$ cat src/rtl/imem_dmem_arbiter_if.sv
// ============================================================================
// imem_dmem_arbiter_if : request/response bundle between the fetch and data
//                        requesters, the arbiter and the unified memory port.
// Optional macro ARB_PERF_CNT_EN adds the perf_conflict/perf_starve counters.
// Revision: 1.0
// ============================================================================
`default_nettype none

interface imem_dmem_arbiter_if #(
    parameter int ADDR_W = 32,
    parameter int DATA_W = 32
);
    logic                  if_req;
    logic [ADDR_W-1:0]     if_addr;
    logic                  if_gnt;
    logic                  if_rvalid;
    logic [DATA_W-1:0]     if_rdata;

    logic                  d_req;
    logic                  d_we;
    logic [DATA_W/8-1:0]   d_wstrb;
    logic [ADDR_W-1:0]     d_addr;
    logic [DATA_W-1:0]     d_wdata;
    logic                  d_gnt;
    logic                  d_rvalid;
    logic [DATA_W-1:0]     d_rdata;

    logic                  m_req;
    logic                  m_we;
    logic [DATA_W/8-1:0]   m_wstrb;
    logic [ADDR_W-1:0]     m_addr;
    logic [DATA_W-1:0]     m_wdata;
    logic                  m_gnt;
    logic                  m_rvalid;
    logic [DATA_W-1:0]     m_rdata;

    logic                  busy;
`ifdef ARB_PERF_CNT_EN
    logic [31:0]           perf_conflict;
    logic [31:0]           perf_starve;
`endif

    // Arbiter view: owns the grants, responses and the memory request side.
    modport master (
        input  if_req, if_addr,
        output if_gnt, if_rvalid, if_rdata,
        input  d_req, d_we, d_wstrb, d_addr, d_wdata,
        output d_gnt, d_rvalid, d_rdata,
        output m_req, m_we, m_wstrb, m_addr, m_wdata,
        input  m_gnt, m_rvalid, m_rdata,
        output busy
`ifdef ARB_PERF_CNT_EN
        , output perf_conflict, perf_starve
`endif
    );

    modport slave (
        output if_req, if_addr,
        input  if_gnt, if_rvalid, if_rdata,
        output d_req, d_we, d_wstrb, d_addr, d_wdata,
        input  d_gnt, d_rvalid, d_rdata,
        input  m_req, m_we, m_wstrb, m_addr, m_wdata,
        output m_gnt, m_rvalid, m_rdata,
        input  busy
`ifdef ARB_PERF_CNT_EN
        , input perf_conflict, perf_starve
`endif
    );
endinterface

`default_nettype wire

$ cat src/rtl/imem_dmem_arbiter.sv
// ============================================================================
// imem_dmem_arbiter : shares one memory port between instruction fetch and
//                     data access; data wins unless fetch has starved.
// Optional macro ARB_PERF_CNT_EN adds conflict/starvation event counters.
// Revision: 1.0
// ============================================================================
`default_nettype none

module imem_dmem_arbiter #(
    parameter int ADDR_W   = 32,
    parameter int DATA_W   = 32,
    parameter int MAX_WAIT = 4,
    parameter int WAIT_W   = 3
) (
    input  wire logic             clk,
    input  wire logic             rst_n,
    imem_dmem_arbiter_if.master   bus
);
    localparam int STRB_W = DATA_W / 8;

    typedef enum logic [1:0] {
        ST_IDLE = 2'd0,
        ST_REQ  = 2'd1,
        ST_RESP = 2'd2
    } state_t;

    state_t              state_q,    state_d;
    logic                owner_q,    owner_d;      // 1 = data side
    logic [WAIT_W-1:0]   wait_cnt_q, wait_cnt_d;
    logic                m_req_q,    m_req_d;
    logic                m_we_q,     m_we_d;
    logic [STRB_W-1:0]   m_wstrb_q,  m_wstrb_d;
    logic [ADDR_W-1:0]   m_addr_q,   m_addr_d;
    logic [DATA_W-1:0]   m_wdata_q,  m_wdata_d;

    logic w_starved;
    logic w_if_win;
    logic w_accept;
    logic w_if_gnt;
    logic w_d_gnt;
    logic w_resp;

    assign w_starved = (wait_cnt_q >= WAIT_W'(MAX_WAIT));
    assign w_if_win  = bus.if_req && (!bus.d_req || w_starved);
    // A response cycle doubles as an accept slot so back-to-back traffic has no bubble.
    assign w_accept  = ((state_q == ST_IDLE) || ((state_q == ST_RESP) && bus.m_rvalid))
                       && (bus.if_req || bus.d_req);
    assign w_if_gnt  = rst_n && w_accept && w_if_win;
    assign w_d_gnt   = rst_n && w_accept && !w_if_win;
    assign w_resp    = rst_n && (state_q == ST_RESP) && bus.m_rvalid;

    always_comb begin
        state_d    = state_q;
        owner_d    = owner_q;
        m_req_d    = m_req_q;
        m_we_d     = m_we_q;
        m_wstrb_d  = m_wstrb_q;
        m_addr_d   = m_addr_q;
        m_wdata_d  = m_wdata_q;
        wait_cnt_d = wait_cnt_q;

        case (state_q)
            ST_IDLE: ;
            ST_REQ: begin
                if (bus.m_gnt) begin
                    m_req_d = 1'b0;
                    state_d = ST_RESP;
                end
            end
            ST_RESP: begin
                if (bus.m_rvalid) begin
                    state_d = ST_IDLE;
                end
            end
            default: state_d = ST_IDLE;
        endcase

        if (w_accept) begin
            state_d = ST_REQ;
            m_req_d = 1'b1;
            owner_d = !w_if_win;
            if (w_if_win) begin
                m_we_d    = 1'b0;
                m_wstrb_d = '0;
                m_addr_d  = bus.if_addr;
                m_wdata_d = '0;
            end else begin
                m_we_d    = bus.d_we;
                m_wstrb_d = bus.d_wstrb;
                m_addr_d  = bus.d_addr;
                m_wdata_d = bus.d_wdata;
            end
        end

        if (!bus.if_req || w_if_gnt) begin
            wait_cnt_d = '0;
        end else if (wait_cnt_q != {WAIT_W{1'b1}}) begin
            wait_cnt_d = wait_cnt_q + 1'b1;
        end
    end

    always_ff @(posedge clk) begin
        if (!rst_n) begin
            state_q    <= ST_IDLE;
            owner_q    <= 1'b0;
            wait_cnt_q <= '0;
            m_req_q    <= 1'b0;
            m_we_q     <= 1'b0;
            m_wstrb_q  <= '0;
            m_addr_q   <= '0;
            m_wdata_q  <= '0;
        end else begin
            state_q    <= state_d;
            owner_q    <= owner_d;
            wait_cnt_q <= wait_cnt_d;
            m_req_q    <= m_req_d;
            m_we_q     <= m_we_d;
            m_wstrb_q  <= m_wstrb_d;
            m_addr_q   <= m_addr_d;
            m_wdata_q  <= m_wdata_d;
        end
    end

    assign bus.if_gnt    = w_if_gnt;
    assign bus.d_gnt     = w_d_gnt;
    assign bus.if_rvalid = w_resp && !owner_q;
    assign bus.d_rvalid  = w_resp && owner_q;
    assign bus.if_rdata  = bus.m_rdata;
    assign bus.d_rdata   = bus.m_rdata;
    assign bus.m_req     = m_req_q;
    assign bus.m_we      = m_we_q;
    assign bus.m_wstrb   = m_wstrb_q;
    assign bus.m_addr    = m_addr_q;
    assign bus.m_wdata   = m_wdata_q;
    assign bus.busy      = (state_q != ST_IDLE);

`ifdef ARB_PERF_CNT_EN
    logic [31:0] perf_conflict_q;
    logic [31:0] perf_starve_q;
    logic        w_conflict;

    assign w_conflict = w_accept && bus.if_req && bus.d_req;

    always_ff @(posedge clk) begin
        if (!rst_n) begin
            perf_conflict_q <= '0;
            perf_starve_q   <= '0;
        end else begin
            if (w_conflict) begin
                perf_conflict_q <= perf_conflict_q + 32'd1;
            end
            // Fetch only beats a competing data request through starvation.
            if (w_conflict && w_starved) begin
                perf_starve_q <= perf_starve_q + 32'd1;
            end
        end
    end

    assign bus.perf_conflict = perf_conflict_q;
    assign bus.perf_starve   = perf_starve_q;
`endif

endmodule

`default_nettype wire

$ cat src/flat_wrapper.sv
// flat-port wrapper written by rule: the top's interface ports become plain ports
module imem_dmem_arbiter_flat 
#(
    parameter int ADDR_W   = 32,
    parameter int DATA_W   = 32,
    parameter int MAX_WAIT = 4,
    parameter int WAIT_W   = 3
)
  (clk, rst_n, bus_if_req, bus_if_addr, bus_if_gnt, bus_if_rvalid, bus_if_rdata, bus_d_req, bus_d_we, bus_d_wstrb, bus_d_addr, bus_d_wdata, bus_d_gnt, bus_d_rvalid, bus_d_rdata, bus_m_req, bus_m_we, bus_m_wstrb, bus_m_addr, bus_m_wdata, bus_m_gnt, bus_m_rvalid, bus_m_rdata, bus_busy);
  imem_dmem_arbiter_if #(.ADDR_W(ADDR_W), .DATA_W(DATA_W)) bus_i ();
  input  wire logic clk;
  input  wire logic rst_n;
  input wire logic [$bits(bus_i.if_req)-1:0] bus_if_req;
  input wire logic [$bits(bus_i.if_addr)-1:0] bus_if_addr;
  output wire logic [$bits(bus_i.if_gnt)-1:0] bus_if_gnt;
  output wire logic [$bits(bus_i.if_rvalid)-1:0] bus_if_rvalid;
  output wire logic [$bits(bus_i.if_rdata)-1:0] bus_if_rdata;
  input wire logic [$bits(bus_i.d_req)-1:0] bus_d_req;
  input wire logic [$bits(bus_i.d_we)-1:0] bus_d_we;
  input wire logic [$bits(bus_i.d_wstrb)-1:0] bus_d_wstrb;
  input wire logic [$bits(bus_i.d_addr)-1:0] bus_d_addr;
  input wire logic [$bits(bus_i.d_wdata)-1:0] bus_d_wdata;
  output wire logic [$bits(bus_i.d_gnt)-1:0] bus_d_gnt;
  output wire logic [$bits(bus_i.d_rvalid)-1:0] bus_d_rvalid;
  output wire logic [$bits(bus_i.d_rdata)-1:0] bus_d_rdata;
  output wire logic [$bits(bus_i.m_req)-1:0] bus_m_req;
  output wire logic [$bits(bus_i.m_we)-1:0] bus_m_we;
  output wire logic [$bits(bus_i.m_wstrb)-1:0] bus_m_wstrb;
  output wire logic [$bits(bus_i.m_addr)-1:0] bus_m_addr;
  output wire logic [$bits(bus_i.m_wdata)-1:0] bus_m_wdata;
  input wire logic [$bits(bus_i.m_gnt)-1:0] bus_m_gnt;
  input wire logic [$bits(bus_i.m_rvalid)-1:0] bus_m_rvalid;
  input wire logic [$bits(bus_i.m_rdata)-1:0] bus_m_rdata;
  output wire logic [$bits(bus_i.busy)-1:0] bus_busy;
  assign bus_i.if_req = bus_if_req;
  assign bus_i.if_addr = bus_if_addr;
  assign bus_if_gnt = bus_i.if_gnt;
  assign bus_if_rvalid = bus_i.if_rvalid;
  assign bus_if_rdata = bus_i.if_rdata;
  assign bus_i.d_req = bus_d_req;
  assign bus_i.d_we = bus_d_we;
  assign bus_i.d_wstrb = bus_d_wstrb;
  assign bus_i.d_addr = bus_d_addr;
  assign bus_i.d_wdata = bus_d_wdata;
  assign bus_d_gnt = bus_i.d_gnt;
  assign bus_d_rvalid = bus_i.d_rvalid;
  assign bus_d_rdata = bus_i.d_rdata;
  assign bus_m_req = bus_i.m_req;
  assign bus_m_we = bus_i.m_we;
  assign bus_m_wstrb = bus_i.m_wstrb;
  assign bus_m_addr = bus_i.m_addr;
  assign bus_m_wdata = bus_i.m_wdata;
  assign bus_i.m_gnt = bus_m_gnt;
  assign bus_i.m_rvalid = bus_m_rvalid;
  assign bus_i.m_rdata = bus_m_rdata;
  assign bus_busy = bus_i.busy;
  imem_dmem_arbiter #(.ADDR_W(ADDR_W), .DATA_W(DATA_W), .MAX_WAIT(MAX_WAIT), .WAIT_W(WAIT_W)) u_core (.clk(clk), .rst_n(rst_n), .bus(bus_i));
endmodule
$ cat config.mk
export PLATFORM = sky130hd
export DESIGN_NAME = imem_dmem_arbiter_flat
export DESIGN_NICKNAME = d
export VERILOG_FILES = /design/src/rtl/imem_dmem_arbiter_if.sv /design/src/rtl/imem_dmem_arbiter.sv /design/src/flat_wrapper.sv
export SDC_FILE = /design/constraint.sdc
export NUM_CORES = 1
export LEC_CHECK = 0
export ABC_AREA = 1
export CELL_PAD_IN_SITES_DETAIL_PLACEMENT = 0
export CELL_PAD_IN_SITES_GLOBAL_PLACEMENT = 1
export CORE_MARGIN = 3
export CORE_UTILIZATION = 24
export CTS_CLUSTER_SIZE = 14
export DETAILED_ROUTE_END_ITERATION = 8
export MAX_ROUTING_LAYER = met4
export PLACE_DENSITY = 0.88
export SLEW_MARGIN = 20
export SYNTH_ARGS = -nofsm -noshare
export SYNTH_HDL_FRONTEND = slang
export SYNTH_SLANG_ARGS = --single-unit
$ cat constraint.sdc
create_clock -name clk -period 1.83 [get_ports clk]
set_input_delay 0.4575 -clock clk [delete_from_list [all_inputs] [get_ports clk]]
set_output_delay 0.4575 -clock clk [all_outputs]
set_load 0.05 [all_outputs]
== Yosys cells after proc, flatten, opt, wreduce, memory -nomap -nowiden ==
Cells that the tools add are included.

* Register bits after elaboration: 76
* Input bits: 139
* Output and inout bits: 139
* Word-level logic and storage cells: 59

* Add/subtract/negate cells: 1
* $lt $le $gt $ge: 1
* Equality and inequality tests: 8
* Multiplexer cells: 11
* Bitwise gates (word level): 2
* Reduce and logical (&&, ||, !) cells: 27

{| class="wikitable"
|+ Operators with widths
! operator !! number
|-
| $mux 32 || 2
|-
| $logic_and 1x1->1 || 10
|-
| $ne 3x2->1 const B || 2
|-
| $pmux 2 s3 || 1
|-
| $reduce_and 3->1 || 2
|-
| $reduce_bool 2->1 || 3
|-
| $mux 1 || 5
|-
| $logic_not 1->1 || 4
|-
| $logic_or 1x1->1 || 4
|-
| $mux 2 || 2
|-
| $mux 4 || 1
|-
| $ne 2x2->1 const B || 2
|-
| $reduce_or 2->1 || 2
|-
| $add 3x1->3 const B || 1
|-
| $ge 3x3->1 const B || 1
|-
| $ne 3x3->1 const B || 1
|-
| $eq 2x1->1 const B || 1
|-
| $eq 2x2->1 const B || 1
|-
| $logic_not 2->1 || 1
|-
| $ne 2x1->1 const B || 1
|-
| $not 1->1 || 2
|-
| $reduce_and 2->1 || 1
|}

== Longest topological paths before layout ==
Gate-level depths: netlist of run 1.

* Depth after elaboration: 8
* Gate-level depth with buffers: 9
* Mapped depth without buffers: 8

== Least setup slack after synthesis of run 1 ==
No wires, ideal clock.

* Kind: input to output
* Start point: input port rst_n
* End point: output port bus_d_rvalid
* Arrival: 1.561 ns
* Data required time: 1.372 ns
* Setup slack: -0.189 ns
* Stages on the path: 4
* Buffers on the path: 2
* Cells stage by stage: buf_2 -> buf_2 -> nand4_1 -> nor2_1

* Longest elaborated chain between the ends: 3

{| class="wikitable"
|+ Ends and longest elaborated chain
! what !! line !! text
|-
| start, declared || flat_wrapper.sv:12 || <nowiki>input wire logic rst_n;</nowiki>
|-
| $logic_and 1x1->1 (2 in series) || imem_dmem_arbiter.sv:50 || <nowiki>assign w_resp = rst_n && (state_q == ST_RESP) && bus.m_rvalid;</nowiki>
|-
| $logic_and 1x1->1 || imem_dmem_arbiter.sv:127 || <nowiki>assign bus.d_rvalid = w_resp && owner_q;</nowiki>
|-
| end, declared || flat_wrapper.sv:24 || <nowiki>output wire logic [$bits(bus_i.d_rvalid)-1:0] bus_d_rvalid;</nowiki>
|}

No other way between the ends.

== Worst setup path after layout of run 1 ==
* Start point: input port bus_m_rvalid
* End point: output port bus_if_rvalid

* Longest elaborated chain between the ends: 2

{| class="wikitable"
|+ Ends and longest elaborated chain
! what !! line !! text
|-
| start, declared || flat_wrapper.sv:32 || <nowiki>input wire logic [$bits(bus_i.m_rvalid)-1:0] bus_m_rvalid;</nowiki>
|-
| $logic_and 1x1->1 || imem_dmem_arbiter.sv:50 ||
|-
| $logic_and 1x1->1 || imem_dmem_arbiter.sv:126 || <nowiki>assign bus.if_rvalid = w_resp && !owner_q;</nowiki>
|-
| end, declared || flat_wrapper.sv:16 || <nowiki>output wire logic [$bits(bus_i.if_rvalid)-1:0] bus_if_rvalid;</nowiki>
|}

No other way between the ends.

==> qor.txt, run 1 <==
Status: completed
Clock buffer count from CTS: 9
Critical path required time: 1.37 ns
Drt initial violations: 143
Via/cell ratio: 4.17
CP max stage cell: dlygate4sd2_1
Synth unique cells: 24
Tot Pwr: 0.00521 W
Leading area contributor after synthesis: dfxtp_1
ANT nets after route: 0
Tmin final: 1.76 ns
Syn Nets: 655
CP max stage delay: 0.29 ns
Max Fclk: 568 MHz
Vias in the first global route: 3357
Peak VDD IR: 0.399 mV
Clock root buffer master: clkbuf_16
Crit path DAT: 1.30 ns
Tightest Pin Transition: 0.458 ns
Hold Crit Start: u_core.bus.m_wdata[15]
Top cells by area, synth: dfxtp_1, nand2_1, buf_4
Pin count of the biggest net entering global routing: 40
Worst-path fanout max: 3
Design Area, Final: 5430 µm²
DP Area: 5070 µm²
H-tree depth: 3
R2R cell count: 10
Clock transition at the registers of the reported paths: 0.05 ns
Max cap viols: 0
Die height: 129 µm
Reg2reg start: u_core.state_q[1]
CP startpoint kind: input pin
Clock Path Buffers: 2
Reg2Reg Setup Slack: 0.24 ns
Worst hold path depth: 2
Hold Path Sink: u_core.bus.m_wdata[15]
Post-DP HPWL: 7.72 mm
Cell Rows: 44
Clock Sinks: 76
Wire per inst: 13.0 µm
RSZ-0062 raised after global routing: no
# setup viols final: 0
R2R Path End: u_core.bus.m_wdata[4]
Port Buffer Count: 181
HP Class: flop to flop
Number of synthesis warnings: 0
Syn Area/Cell: 7.11 µm²
Post-synth top area share: 0.417
Mapped Area: 3650 µm²
PD cells: 959 nW/µm²
Area delta synth->final: 48.7%
CTS tree: done
DRC: 0
First-pass GRT wire length: 16.9 mm
Starting Density: 0.248
Gr ovfl total: 0
Layout Skew: 0.00615 ns
CP Cell Sequence: dlygate4sd2_1 > nand4_1 > nor2_2 > buf_12
Die area: 16700 µm²
Core region area: 14700 µm²
Most frequent cells in the layout: nand2_1, clkdlybuf4s50_1, buf_4
Detailed-route wire length: 10.6 mm
Post-synthesis sequential area ratio: 0.417
Ports: 278
Fillers: 1552
Post-layout worst setup margin: 0.0701 ns
Hold WS: 0.450 ns
Mapped Cells: 514
Setup TNS: 0 ns
Final Cycle Share: 0.962
Number of synthesized register bits: 76
Fraction of layout cells with a size suffix above 1: 0.194
Vias: 3410
Antenna Cells: 0
# hold bufs at CTS: 0
Rel. slew slack: 0.695
Die width: 129 µm
Leakage: 2.70 nW
Clock latency on the worst-skew pair: 0.33 ns
Placer Congestion: 0.743
Initial antenna violation count: 0
TritonRoute pass-1 iters: 6
CP Capture Type: primary output
# nets final: 771
Setup CP Type: input pin to primary output
GRT Total Usage: 0.133
Max-slew violation count: 0
Final hold violation count: 0
Worst Setup Slack post-DPL: -0.233 ns
Most common cell after layout, fill and taps aside: nand2_1
## critical path: cells and delay by family
kind / cells / cell delay, ns
buffers and inverters: 2 / 0.44
and+or+nand+nor: 2 / 0.41
## sequential cells by signal (all words and copies together), names as in the netlist
name and count:
u_core.state_q 2, u_core.owner_q 1, u_core.bus.m_wstrb 4, u_core.bus.m_wdata 32, u_core.bus.m_we 1, u_core.bus.m_addr 32, u_core.wait_cnt_q 3, u_core.bus.m_req 1
## kinds of logic (layout without fill, tap and decap cells)
| group | count (synthesis) | count (layout) | synth area share |
|---|---|---|---|
| compound gates | 5 | 5 | 0.0120 |
| buf+inv | 103 | 223 | 0.191 |
| xor+xnor | 1 | 1 | 0.00240 |
| simple gates | 325 | 325 | 0.366 |
| mux | 2 | 2 | 0.00548 |
| fa+ha+maj | 2 | 2 | 0.00685 |
| flops | 76 | 76 | 0.417 |
## cell type report
type	count	area (µm²)	share of cell area
timing repair buffer	198	1860	0.342
multi-input combinational	335	1460	0.269
clock buffer	11	243	0.0447
clock inverter	4	73.8	0.0136
tap	184	230	0.0424
inverter	10	41.3	0.00760
sequential	76	1520	0.281
## worst max path at each step
stage	startpoint	end	slack (ns)	depth (start not counted)
finish	bus_m_rvalid	bus_if_rvalid	0.07	4
global route	bus_m_rvalid	bus_if_rvalid	0.007	4
CTS	u_core.state_q[0]	bus_d_gnt	0.006	5
detailed placement	bus_m_rvalid	bus_if_rvalid	-0.23	4
global placement	bus_m_rvalid	bus_if_rvalid	-0.22	4
floorplan	rst_n	bus_d_rvalid	-0.19	4
## metal layers
layer | wire (µm) | vias up | track usage
met5 | 0 | - | -
met4 | 246 | 0 | 0.0624
met3 | 856 | 22 | 0.0416
met1 | 4700 | 1477 | 0.154
li1 | - | 1774 | -
met2 | 4830 | 137 | 0.210
## stage by stage
step	std cells	utilization
after detailed placement	801	0.345
after global placement	801	0.345
after CTS	817	0.369
after global routing	818	0.370
after floorplan	514	-
final	818	0.370
## repair_timing
action | 4_1_cts | 5_1_grt
setup endpoints to repair | 4 | 2
pin swaps | 2 | 2
gates resized for setup | 13 | 1
hold endpoints to repair | 0 | 0
setup buffers | 1 | 1
## synthesized netlist by cell type, drive strengths merged
master	count
buf	90
clkbuf	3
clkinv	1
nor2	10
o21bai	1
dfxtp	76
nor3	1
nand2	275
o31ai	1
xor2	1
o21ai	2
mux2i	2
nand3	1
o21a	1
nand4	38
ha	2
inv	9
## power by group
group	switching (W)	leakage [nW]	total [W]	internal (W)
Sequential	0.0000803	0.626	0.00188	0.00180
Combinational	0.000878	1.91	0.00142	0.000544
Clock	0.000681	0.156	0.00191	0.00122
Total	0.00164	2.70	0.00521	0.00357
Power figures use the tool's default switching activity.
==> run 2: changes to the inputs <==
Settings changed: ABC_AREA 1 to not set, MAX_ROUTING_LAYER met4 to not set.
==> run 2 against run 1 <==
Synthesized cell count decreased by 44%. Setup slack got worse by 0.020 ns. Global-route usage decreased by 1.6 points. Wire length decreased by 13%. Via count decreased by 26%. Fmax decreased by 1.1%. First-iteration DRC count decreased by 66%.
==> qor.txt, run 2 <==
Gr ovfl total: 0
Post-synth ARST share: 0
Switching Fraction: 0.314
Tot Pwr: 0.00508 W
Leading area contributor after synthesis: dfxtp_1
Pin count of the biggest net entering global routing: 53
Reg2Reg Setup Slack: 0.29 ns
Top_reg_cell synth: dfxtp_1
Worst hold path depth: 2
Tightest Pin Transition: 0.312 ns
Placer Congestion: 0.716
# nets final: 557
CP max stage delay: 0.21 ns
CP Capture Type: primary output
Design Area, Final: 5070 µm²
CP max stage cell: dlygate4sd2_1
Ports: 278
Mapped Area: 3220 µm²
Tmin final: 1.78 ns
RSZ-0062 raised after global routing: yes
Max-slew violation count: 0
Area delta synth->final: 57.4%
Die width: 122 µm
Fillers: 1188
CP Cell Sequence: dlygate4sd2_1 > nor2b_4 > o211ai_4 > buf_6 > nor2_4 > buf_8
Port Buffer Count: 181
Top-count cell post-synth: dfxtp_1
Hold Crit Start: u_core.bus.m_req
Hold WS: 0.459 ns
Layout Skew: 0.00653 ns
DP Area: 4700 µm²
Reg2reg start: u_core.state_q[1]
Clock latency on the worst-skew pair: 0.32 ns
Clock Path Buffers: 2
Final hold violation count: 0
Comb pwr share: 0.271
Sequential power share: 0.374
Final core utilization: 0.394
Setup TNS: 0 ns
Core region area: 12900 µm²
Die height: 122 µm
CP startpoint kind: input pin
Rel. slew slack: 0.792
HP Class: flop to flop
Initial antenna violation count: 0
Drt initial violations: 48
Mapped Cells: 290
Top cells by area, synth: dfxtp_1, buf_4, mux2i_1
Clock transition at the registers of the reported paths: 0.06 ns
Setup CP Type: input pin to primary output
Antenna Cells: 0
Sw Pwr: 0.00160 W
Detailed-route wire length: 9.27 mm
Number of synthesized register bits: 76
First-pass GRT wire length: 13.4 mm
Critical path required time: 1.37 ns
CTS tree: done
Syn Area/Cell: 11.1 µm²
H-tree depth: 3
R2R Path End: u_core.bus.m_addr[5]
Status: completed
# setup viols final: 0
Hold Path Sink: u_core.bus.m_req
Post-DP HPWL: 7.19 mm
Fraction of layout cells with a size suffix above 1: 0.290
Max cap viols: 0
Clock buffer count from CTS: 9
Die area: 14900 µm²
Starting Density: 0.250
Worst-path fanout max: 2
Synth unique cells: 28
Via/cell ratio: 4.25
Clock Sinks: 76
PD cells: 1000 nW/µm²
Final Cycle Share: 0.973
Max Fclk: 562 MHz
Post-synthesis sequential area ratio: 0.472
Post-synth top area share: 0.472
TritonRoute pass-1 iters: 4
Most common cell after layout, fill and taps aside: clkdlybuf4s50_1
ANT nets after route: 0
Vias: 2518
GRT Total Usage: 0.117
Peak VDD IR: 0.397 mV
Clock root buffer master: clkbuf_16
Clk pwr share: 0.354
Int Power: 0.00348 W
Top post-synthesis cells by count: dfxtp_1, buf_4, a22o_1
Wire per inst: 15.6 µm
Number of synthesis warnings: 0
Leakage: 2.24 nW
Syn Nets: 431
DRC: 0
Vias in the first global route: 2625
Post-synth EDFFs: 0
Most frequent cells in the layout: clkdlybuf4s50_1, buf_4, dfxtp_1
Crit path DAT: 1.32 ns
R2R cell count: 7
Cell Rows: 41
## run 2: cell count changes in the layout (fill, tap and decap cells not counted), moves of 2 or more
cell	change
nand2_1	-271
nand4_1	-38
a22o_1	+37
mux2i_1	+32
o2bb2ai_1	+32
inv_1	-5
clkinvlp_4	+3
buf_12	-2
clkinv_2	-2
inv_6	+2
nand3_1	+2
nor2_4	-2
nor2b_4	+2
## run 2: layout make-up
type	instances	area (µm²)	share of cell area
clock buffer	10	239	0.0471
clock inverter	6	70.1	0.0138
inverter	2	7.51	0.00148
multi-input combinational	130	1170	0.232
sequential	76	1530	0.301
tap	172	215	0.0424
timing repair buffer	197	1840	0.363
## run 2: logic make-up after synthesis
group | synth area share
buffers and inverters | 0.179
AOI/OAI and AO/OA | 0.204
DFF | 0.472
muxes | 0.106
and+or+nand+nor | 0.0287
adders and majority gates | 0.00776
xor gates and xnor gates | 0.00272
## run 2: per-stage QoR
stage / worst slack [ns] / cells
6_report: 0.0498 / 593
5_1_grt: -0.0143 / 593
4_1_cts: 0.00413 / 591
3_5_place_dp: -0.375 / 573
3_3_place_gp: -0.364 / 573
2_1_floorplan: -0.0175 / 290
## run 2: worst max-delay path, delay by kind of cell
kind | cells | cell delay [ns]
AOI/OAI and AO/OA | 1 | 0.11
buffers and inverters | 3 | 0.49
and+or+nand+nor | 2 | 0.26
## run 2: worst max-delay path by stage
stage | slack [ns] | to | cells past startpoint | start
final | 0.05 | bus_if_gnt | 6 | rst_n
after floorplan | -0.02 | bus_d_rvalid | 3 | rst_n
after CTS | 0.004 | bus_if_gnt | 6 | bus_d_req
after detailed placement | -0.38 | bus_if_gnt | 6 | rst_n
after global placement | -0.36 | bus_d_gnt | 5 | rst_n
after global routing | -0.01 | bus_if_gnt | 5 | u_core.state_q[0]
## run 2: power by group through the flow
stage | logic, W | registers [W] | clock network [W]
4_1_cts | 0.00138 | 0.00190 | 0.00189
2_1_floorplan | 0.000673 | 0.00241 | 0
3_5_place_dp | 0.00138 | 0.00193 | 0
3_3_place_gp | 0.00136 | 0.00193 | 0
6_report | 0.00138 | 0.00190 | 0.00180
5_1_grt | 0.00145 | 0.00192 | 0.00195
## run 2: layer usage
layer	global-route usage	wire [µm]
met5	0	0
met4	0.0343	44
met3	0.0474	1070
met2	0.217	4630
met1	0.121	3520
## run 2: what timing repair did
| action | 4_1_cts | 5_1_grt |
|---|---|---|
| endpoints found under the setup margin | 4 | 3 |
| hold buffers | 0 | 0 |
| gates resized for setup | 15 | 7 |
| gates cloned | 0 | 0 |
| setup buffers | 2 | 2 |
| pin swaps | 2 | 2 |
==> run 3: changes to the inputs <==
Settings changed: CORE_UTILIZATION 24 to 25, DONT_BUFFER_PORTS set to 1, GPL_TIMING_DRIVEN set to 0, PLACE_DENSITY 0.88 to not set, PLACE_DENSITY_LB_ADDON set to 0.2.
==> run 3 against run 2 <==
The flow now finishes with violations (setup timing). Clock power up 7%. Flip-flop and latch count unchanged. Non-clock buffer count down 104. Setup slack worse by 0.072 ns. Fmax down 3.9%. Clock skew up 0.0030 ns. Die area down 3.8%. Largest cell class is now flip-flops and latches.
==> qor.txt, run 3 (same netlist as run 2, synthesis figures left out) <==
Status: finished, violations left
Failing checks: setup timing
Peak VDD IR: 0.526 mV
Area delta synth->final: 23.1%
Fillers: 1280
ANT nets after route: 0
Hold Path Sink: u_core.bus.m_wstrb[1]
Initial antenna violation count: 0
Detailed-route wire length: 9.14 mm
Worst-path fanout max: 2
Clock Sinks: 76
Setup CP Type: flop to primary output
Wire per inst: 18.8 µm
Core region area: 12300 µm²
Die area: 14300 µm²
Hold WS: 0.243 ns
DRC: 0
Clock latency on the worst-skew pair: 0.34 ns
Drt initial violations: 48
Most frequent cells in the layout: buf_4, dfxtp_1, a22o_1
Reg2reg start: u_core.state_q[1]
Leakage: 1.77 nW
Worst hold path depth: 1
Design Area, Final: 3970 µm²
Reg2Reg Setup Slack: 0.20 ns
TritonRoute pass-1 iters: 4
HP Class: input pin to flop
R2R cell count: 6
Antenna Cells: 0
Max Fclk: 540 MHz
Final hold violation count: 0
CP Launch Point: u_core.state_q[0]
# nets final: 453
Clock root buffer master: clkbuf_16
GRT Total Usage: 0.119
FF/Latch Area: 1530 µm²
Tightest Pin Transition: 0.547 ns
Die width: 120 µm
Tmin final: 1.85 ns
Cell Rows: 40
Final Cycle Share: 1.01
Die height: 120 µm
Worst Setup Slack post-DPL: -0.384 ns
Clock Path Buffers: 2
Max cap viols: 0
Ports: 278
Placer Congestion: 0.687
Vias in the first global route: 2270
Fraction of layout cells with a size suffix above 1: 0.366
# hold bufs at CTS: 0
Crit path DAT: 1.39 ns
R2R Path End: u_core.bus.m_wdata[0]
Critical path required time: 1.37 ns
CP Capture Type: primary output
CP startpoint kind: flop
Layout Skew: 0.00949 ns
Post-DP HPWL: 6.94 mm
Clock transition at the registers of the reported paths: 0.07 ns
Via/cell ratio: 4.48
Hold Crit Start: bus_d_wstrb[1]
First-pass GRT wire length: 12.9 mm
Vias: 2175
Area occupied by multi-input gates: 1200 µm²
Post-layout worst setup margin: -0.0224 ns
Pin count of the biggest net entering global routing: 15
Most common cell after layout, fill and taps aside: buf_4
Max-slew violation count: 0
Port Buffer Count: 0
# setup viols final: 3
RSZ-0062 raised after global routing: yes
Gr ovfl total: 0
PD cells: 1300 nW/µm²
DP Area: 3440 µm²
CTS tree: done
H-tree depth: 3
Clock buffer count from CTS: 9
Starting Density: 0.262
Rel. slew slack: 0.635
run 3: cell types whose count changed in the layout (fill, tap and decap cells not counted), moves of 2 or more:
| cell | before | now |
|---|---|---|
| clkdlybuf4s50_1 | 102 | 0 |
| clkbuf_2 | 1 | 5 |
| nor2_2 | 2 | 0 |
| clkbuf_1 | 0 | 5 |
| buf_2 | 0 | 3 |
| buf_12 | 7 | 1 |
| buf_4 | 81 | 75 |
| nor2_4 | 1 | 3 |
| dlygate4sd2_1 | 2 | 0 |
run 3: worst max-delay path: stages (launching register included):
cell and delay (ns):
dfxtp_4 0.35, nor2b_4 0.14, buf_4 0.14, nand3_4 0.10
nor2_4 0.32
run 3: power by group:
| part | internal (W) | leakage, nW | switching, W | total, W |
|---|---|---|---|---|
| clock | 0.00120 | 0.152 | 0.000718 | 0.00192 |
| sequential | 0.00181 | 0.627 | 0.000609 | 0.00242 |
| combinational | 0.000299 | 0.986 | 0.000520 | 0.000818 |
| total | 0.00331 | 1.77 | 0.00185 | 0.00515 |
run 3: metrics by stage:
step | TNS, ns | cells | util | total power (W)
floorplan | -0.0350 | 290 | - | 0.00309
global placement | -5.85 | 458 | 0.279 | 0.00322
detailed placement | -6.19 | 458 | 0.279 | 0.00322
CTS | -0.0853 | 481 | 0.317 | 0.00521
global route | -0.287 | 485 | 0.322 | 0.00537
finish | -0.0462 | 485 | 0.322 | 0.00515
run 3: final cells by class:
| type | instances | share of cell area |
|---|---|---|
| Buffer | 82 | 0.152 |
| Clock buffer | 9 | 0.0568 |
| Clock inverter | 7 | 0.0246 |
| Inverter | 2 | 0.00189 |
| Multi-Input combinational cell | 130 | 0.301 |
| Sequential cell | 76 | 0.385 |
| Tap cell | 168 | 0.0530 |
| Timing Repair Buffer | 11 | 0.0252 |
run 3: how the worst max path moves through the flow:
stage | end | slack [ns] | cells after the start
6_report | bus_d_rvalid | -0.02 | 4
5_1_grt | bus_d_rvalid | -0.09 | 4
4_1_cts | bus_if_gnt | -0.07 | 4
3_5_place_dp | bus_d_gnt | -0.38 | 4
3_3_place_gp | bus_d_gnt | -0.37 | 4
2_1_floorplan | bus_d_rvalid | -0.02 | 3
run 3: metal layers:
metal / part of all wire / GRT usage / vias to the layer above
met2: 0.50 / 0.204 / 161
met5: 0 / 0 / -
met1: 0.35 / 0.119 / 972
met3: 0.14 / 0.0778 / 8
met4: 0.0097 / 0.0365 / 0
li1: - / - / 1034
run 3: timing repair:
item / CTS / global route
setup buffers: 7 / 3
pin swaps: 4 / 5
endpoints found under the setup margin: 15 / 34
gates resized for setup: 21 / 12
gates cloned: 0 / 1
